==> config.mk <==
export PLATFORM = sky130hd
export DESIGN_NAME = pipe_ctrl
export DESIGN_NICKNAME = d
export VERILOG_FILES = /design/src/rtl/common_pkg.sv /design/src/rtl/pipes_pkg.sv /design/src/rtl/pipe_ctrl_scoreboard.sv /design/src/rtl/pipe_ctrl.sv
export SDC_FILE = /design/constraint.sdc
export NUM_CORES = 1
export LEC_CHECK = 0
export ABC_AREA = 1
export BUFFER_PORTS_ARGS = -buffer_cell sky130_fd_sc_hd__buf_2
export CORE_ASPECT_RATIO = 1.1
export CORE_UTILIZATION = 27
export DETAILED_ROUTE_END_ITERATION = 8
export SYNTH_ARGS = -nofsm -noshare
export SYNTH_HDL_FRONTEND = slang
export SYNTH_HIERARCHICAL = 1
export SYNTH_SLANG_ARGS = --single-unit
==> constraint.sdc <==
create_clock -name clk -period 4.3 [get_ports clk]
set_input_delay 0.215 -clock clk [delete_from_list [all_inputs] [get_ports clk]]
set_output_delay 0.215 -clock clk [all_outputs]
set_load 0.005 [all_outputs]
==> src/rtl/common_pkg.sv <==
// Shared core-wide types: architectural register addresses and 64-bit words.
package common;

    typedef logic [4:0]  creg_addr_t;
    typedef logic [63:0] u64;

endpackage

==> src/rtl/pipes_pkg.sv <==
// Pipeline-control types: fetch FSM states, reset PC and scoreboard counter width.
package pipes;

    import common::*;

    localparam u64 PC_RESET_DEFAULT = 64'h8000_0000;
    localparam int SB_CNT_W_DEFAULT = 2;

    typedef logic [SB_CNT_W_DEFAULT-1:0] sb_cnt_t;

    typedef enum logic [1:0] {
        F_REQ,
        F_DROP,
        F_FULL
    } fetch_state_t;

endpackage

==> src/rtl/pipe_ctrl_scoreboard.sv <==
// Register scoreboard: one saturating in-flight write counter per register x1..x31.
// x0 is never tracked and never reports busy. Overflow/underflow sets a sticky error.
module pipe_ctrl_scoreboard
    import common::*;
#(
    parameter int CNT_W = pipes::SB_CNT_W_DEFAULT
) (
    input  logic       clk,
    input  logic       resetn,
    input  logic       set_en,
    input  creg_addr_t set_idx,
    input  logic       clr_en,
    input  creg_addr_t clr_idx,
    input  creg_addr_t query_a,
    input  creg_addr_t query_b,
    output logic       busy_a,
    output logic       busy_b,
    output logic       err
);

    localparam logic [CNT_W-1:0] CNT_MAX = {CNT_W{1'b1}};

    logic [CNT_W-1:0] cnt_q [32];
    logic [CNT_W-1:0] cnt_d [32];
    logic             err_q;
    logic             err_d;

    // Next counter values: +1 on issue, -1 on retire, net zero when both hit the same register.
    always_comb begin
        cnt_d = cnt_q;
        err_d = err_q;
        for (int r = 1; r < 32; r++) begin
            if ((set_en && set_idx == 5'(r)) && !(clr_en && clr_idx == 5'(r))) begin
                if (cnt_q[r] == CNT_MAX) begin
                    err_d = 1'b1;
                end else begin
                    cnt_d[r] = cnt_q[r] + 1'b1;
                end
            end else if ((clr_en && clr_idx == 5'(r)) && !(set_en && set_idx == 5'(r))) begin
                if (cnt_q[r] == '0) begin
                    err_d = 1'b1;
                end else begin
                    cnt_d[r] = cnt_q[r] - 1'b1;
                end
            end
        end
    end

    // Counter and sticky-error registers.
    always_ff @(posedge clk or negedge resetn) begin
        if (!resetn) begin
            cnt_q <= '{default: '0};
            err_q <= 1'b0;
        end else begin
            cnt_q <= cnt_d;
            err_q <= err_d;
        end
    end

    assign busy_a = (query_a != '0) && (cnt_q[query_a] != '0);
    assign busy_b = (query_b != '0) && (cnt_q[query_b] != '0);
    assign err    = err_q;

endmodule

==> src/rtl/pipe_ctrl.sv <==
// Pipeline sequencer: owns the PC and fetch FSM (with a one-entry skid buffer),
// interlocks decode on RAW hazards via the scoreboard, and handles E-stage redirects.
module pipe_ctrl
    import common::*;
    import pipes::*;
#(
    parameter u64 PC_RESET = PC_RESET_DEFAULT,
    parameter int SB_CNT_W = SB_CNT_W_DEFAULT
) (
    input  logic        clk,
    input  logic        resetn,
    output logic        ireq_valid,
    output logic [63:0] ireq_addr,
    input  logic        iresp_ok,
    input  logic [31:0] iresp_data,
    output logic        fd_load,
    output logic [31:0] fd_instr,
    output logic [63:0] fd_pc,
    input  logic        d_valid,
    input  creg_addr_t  d_ra1,
    input  creg_addr_t  d_ra2,
    input  logic        d_use1,
    input  logic        d_use2,
    input  logic        d_wen,
    input  creg_addr_t  d_dst,
    output logic        issue,
    output logic        bubble_e,
    output logic        flush_d,
    input  logic        ex_redirect,
    input  logic [63:0] ex_target,
    input  logic        wb_valid,
    input  logic        wb_wen,
    input  creg_addr_t  wb_dst,
    input  logic        freeze,
    output logic        sb_err
);

    fetch_state_t state_q, state_d;
    u64           pc_q, pc_d;
    u64           ireq_addr_q, ireq_addr_d;
    logic [31:0]  buf_instr_q, buf_instr_d;
    u64           buf_pc_q, buf_pc_d;

    logic busy1, busy2;
    logic hazard;
    logic d_accept;
    logic fd_load_raw;

    pipe_ctrl_scoreboard #(
        .CNT_W (SB_CNT_W)
    ) u_scoreboard (
        .clk     (clk),
        .resetn  (resetn),
        .set_en  (issue & d_wen),
        .set_idx (d_dst),
        .clr_en  (wb_valid & wb_wen),
        .clr_idx (wb_dst),
        .query_a (d_ra1),
        .query_b (d_ra2),
        .busy_a  (busy1),
        .busy_b  (busy2),
        .err     (sb_err)
    );

    // Issue/stall/flush decisions; everything is held low while reset is asserted.
    always_comb begin
        hazard   = d_valid & ((d_use1 & busy1) | (d_use2 & busy2));
        issue    = resetn & d_valid & ~hazard & ~freeze & ~ex_redirect;
        bubble_e = resetn & ~issue & ~freeze;
        flush_d  = resetn & ex_redirect;
        d_accept = (~d_valid | issue) & ~ex_redirect;
    end

    // Fetch FSM next state: PC/request address updates, skid buffer fill and drain.
    always_comb begin
        state_d     = state_q;
        pc_d        = pc_q;
        ireq_addr_d = ireq_addr_q;
        buf_instr_d = buf_instr_q;
        buf_pc_d    = buf_pc_q;
        fd_load_raw = 1'b0;
        fd_instr    = iresp_data;
        fd_pc       = ireq_addr_q;
        unique case (state_q)
            F_REQ: begin
                if (ex_redirect) begin
                    pc_d = ex_target;
                    if (iresp_ok) begin
                        ireq_addr_d = ex_target;
                    end else begin
                        state_d = F_DROP;
                    end
                end else if (iresp_ok) begin
                    pc_d = pc_q + 64'd4;
                    if (d_accept) begin
                        fd_load_raw = 1'b1;
                        ireq_addr_d = pc_q + 64'd4;
                    end else begin
                        buf_instr_d = iresp_data;
                        buf_pc_d    = ireq_addr_q;
                        state_d     = F_FULL;
                    end
                end
            end
            F_DROP: begin
                if (ex_redirect) begin
                    pc_d = ex_target;
                end
                if (iresp_ok) begin
                    ireq_addr_d = ex_redirect ? ex_target : pc_q;
                    state_d     = F_REQ;
                end
            end
            F_FULL: begin
                fd_instr = buf_instr_q;
                fd_pc    = buf_pc_q;
                if (ex_redirect) begin
                    pc_d        = ex_target;
                    ireq_addr_d = ex_target;
                    state_d     = F_REQ;
                end else if (d_accept) begin
                    fd_load_raw = 1'b1;
                    ireq_addr_d = pc_q;
                    state_d     = F_REQ;
                end
            end
            default: begin
                state_d = F_REQ;
            end
        endcase
    end

    // Fetch FSM, PC and skid-buffer registers.
    always_ff @(posedge clk or negedge resetn) begin
        if (!resetn) begin
            state_q     <= F_REQ;
            pc_q        <= PC_RESET;
            ireq_addr_q <= PC_RESET;
            buf_instr_q <= '0;
            buf_pc_q    <= '0;
        end else begin
            state_q     <= state_d;
            pc_q        <= pc_d;
            ireq_addr_q <= ireq_addr_d;
            buf_instr_q <= buf_instr_d;
            buf_pc_q    <= buf_pc_d;
        end
    end

    assign ireq_valid = resetn & (state_q != F_FULL);
    assign ireq_addr  = ireq_addr_q;
    assign fd_load    = resetn & fd_load_raw;

endmodule

==> metrics.md <==
| Metric | Value |
|---|---|
| Status | complete, no violations |
| Hold bufs inserted after CTS | 44 |
| RSZ-0062 raised after global routing | no |
| Slack of the critical path | 0.619 ns |
| CTS clock-pin slew for the worst setup and hold paths | 0.06 ns |
| Setup TNS | 0 ns |
| Resize count post-CTS | 0 |
| Setup Buffers After CTS | 0 |
| Die width | 253 µm |
| Sink Count | 289 |
| Arr. time, crit path | 4.13 ns |
| Multi-input gate area | 0.00956 mm² |
| Die ar. | 0.0704 mm² |
| Post-Route M1 WL | 30600 µm |
| Synth Cell Area | 0.0187 mm² |
| Vias in the first global route | 17300 |
| Worst Setup End Kind | flop |
| Critical Path, Cell by Cell | nor2_1, nand2_1, nand3_1, nand2_1, nand2_1, nand3_1, nand3_1, nand2_1, nand2_1, nand4_2, nor2_1, nand2_1, nor2_1, inv_1, nor2_1, ha_1, nor3_1, nand2_1, nand2_1, nor2_1, nand2_1, nor2_1, nand4_1 |
| Clock latency on the worst-skew pair | 0.57 ns |
| Drt via density | 4.60 |
| Synth warnings | 6 |
| Syn avg cell area | 6.68 µm² |
| Final min period | 3.68 ns |
| DRC Markers | 0 |
| P per Cell Area | 575 mW/mm² |
| Hold Path Class | in2reg |
| Vias | 18600 |
| Post-synthesis sequential area ratio | 38.7% |
| GR Util All Layers | 18.8% |
| Area after DPL | 0.0210 mm² |
| Critical path class | reg2reg |
| Fill cells | 7460 |
| Number of synthesized register bits | 289 |
| Antenna violations before repair | 12 |
| Final Util | 33.4% |
| DRT antenna net count | 0 |
| H-tree depth | 2 |
| Post-synth top cells | 884 x nand2_1, 371 x inv_1, 331 x nor2_1 |
| DPL Wire Length | 51800 µm |
| Post-Route Skew | 0.0313 ns |
| CP max FO | 13 |
| Layout cells sized above 1 | 14.2% |
| Synth area leaders | dfrtp_1 38%, nand2_1 18%, o21ai_0 8.5% |
| Port Buffers | 292 |
| Number of flops mapped to enable cells by yosys | 0 |
| CP Buf/Inv Count | 1 |
| IO Count | 293 |
| Part of the cycle the worst path needs | 85.6% |
| Final slew viol count | 0 |
| Max VDD drop | 0.401 mV |
| Cell with the most instances after synthesis | nand2_1 |
| Routed WL per cell | 16.6 µm |
| Maximum Capacitance Violations | 0 |
| WP data required | 4.75 ns |
| Core area | 0.0681 mm² |
| Largest area contributor in the netlist | dfrtp_1 |
| Power consumption | 13.1 mW |
| CP Launch Type | flop |
| CTS Buf Count | 37 |
| Syn nets | 2994 |
| Die height | 278 µm |
| Most used cell, CP | nand2_1 |
| Total Nets Final | 3289 |
| Routability cong. | 0.937 |
| Main synth FF type | dfrtp_1 |
| GR Overflow Total | 0 |
| Cell count after synthesis | 2801 |
| Max Freq | 0.272 GHz |
| WL met2 | 28900 µm |
| Finish-stage setup viols | 0 |
| Clock root buffer master | clkbuf_16 |
| Largest net degree at the start of global routing | 106 |
| Critical-path top delay cell | nand2_1 |
| Met3 WL post-DR | 4890 µm |
| Global-route wire length before repair | 101000 µm |
| Initial core utilization | 27.5% |
| Worst path max stage delay | 0.45 ns |
| Max Root-Sink Buffers | 3 |
| Delay-heaviest family, CP | simple AND/OR/NAND/NOR gates |
| Num rows | 100 |
| Final hold viol count | 0 |
| Leak Pwr | 10.9 nW |
| Async S/R FF share, synth | 100% |
| Uppermost layer routed | met5 |
| Cell variety after synth | 44 |
| Pre-antenna DRT Iters | 5 |
| Post-synth top area share | 38.4% |
| Post-Route WL | 67200 µm |
| FF/Latch Area | 0.00723 mm² |
| Worst-Margin Slew | 0.992 ns |
| Iter 0 DRT Violations | 1563 |
| Area Overhead vs Synth | 21.6% |
| Pre-CTS setup slack | 0.688 ns |
| CTS tree | yes |
| Final instance area | 0.0228 mm² |
| Slew margin rel. | 33.8% |
## layout by cell type, fill, tap and decap left out, types with 8 or more instances in the layout
master / instances
xor2_1: 14
nor2_1: 329
ha_1: 65
buf_2: 291
nor2_4: 8
nand3_1: 168
nand2_1: 884
clkbuf_16: 38
o21ai_1: 52
o22ai_1: 14
nand4_1: 21
nand3b_1: 21
dfrtp_1: 287
inv_2: 13
xnor2_1: 8
a21oi_1: 23
dlygate4sd3_1: 44
o31ai_1: 12
nor3_1: 22
nor2_2: 17
o21ai_0: 318
buf_4: 19
inv_1: 370
## state kept, by name (all words and copies together) (netlist names)
| signal | count |
|---|---|
| buf_pc_q | 64 |
| ireq_addr | 64 |
| pc_q | 64 |
| u_scoreboard/cnt_q | 62 |
| buf_instr_q | 32 |
| state_q | 2 |
| u_scoreboard/err | 1 |
## logic make-up (layout without fill, tap and decap cells)
logic type	count (synthesis)	in the layout	synth area share, %
flops	289	289	38.7
compound gates	445	445	12.6
buf+inv	485	807	10.4
xor+xnor	22	22	1.03
simple gates	1494	1494	32.9
other cells	0	6	0
fa+ha+maj	66	66	4.41
## tightest hold or removal path, delay by kind of cell
kind | cells | cell delay (ns)
AOI/OAI and AO/OA | 2 | 0.26
buffers and inverters | 1 | 0.07
## where the power goes
| group | total [mW] | leakage (nW) | switching [mW] | internal [mW] |
|---|---|---|---|---|
| Sequential | 4.76 | 3.63 | 0.968 | 3.79 |
| Clock | 3.29 | 0.626 | 1.34 | 1.95 |
| Combinational | 5.03 | 6.66 | 3.32 | 1.71 |
| Total | 13.1 | 10.9 | 5.63 | 7.45 |
## layer usage
| layer | vias to the layer above | GRT usage, % |
|---|---|---|
| li1 | 9399 | - |
| met1 | 8524 | 25.4 |
| met2 | 580 | 28.6 |
| met3 | 117 | 4.27 |
| met4 | 6 | 7.82 |
| met5 | - | 0 |
## path summary, 6_finish.rpt
kind,startpoint,slack [ns],cells after the start,endpoint
max in group asynchronous,resetn,2.36,4,pc_q[34]
setup reg to reg,u_scoreboard/cnt_q[20],0.62,23,u_scoreboard/err
min in group asynchronous,resetn,0.06,2,u_scoreboard/cnt_q[52]
hold / removal,ex_target[20],0.02,3,pc_q[20]
setup / recovery,u_scoreboard/cnt_q[20],0.62,23,u_scoreboard/err
hold reg to reg,buf_pc_q[2],0.48,2,buf_pc_q[2]
## through the flow
stage,instances,hold slack (ns)
2_1_floorplan,2801,-0.0806
3_3_place_gp,3931,0.0742
3_5_place_dp,3931,0.0633
4_1_cts,4041,0.00427
5_1_grt,4045,0.0333
6_report,4047,0.0238
## cell type report
cell class | count | share of cell area [%]
Multi-Input combinational cell | 2027 | 42.0
Antenna cell | 6 | 0.0660
Tap cell | 918 | 5.05
Inverter | 385 | 6.38
Clock inverter | 19 | 1.08
Clock buffer | 47 | 4.50
Timing Repair Buffer | 356 | 9.12
Sequential cell | 289 | 31.8
Note: power is estimated with default switching activity, not from simulation.
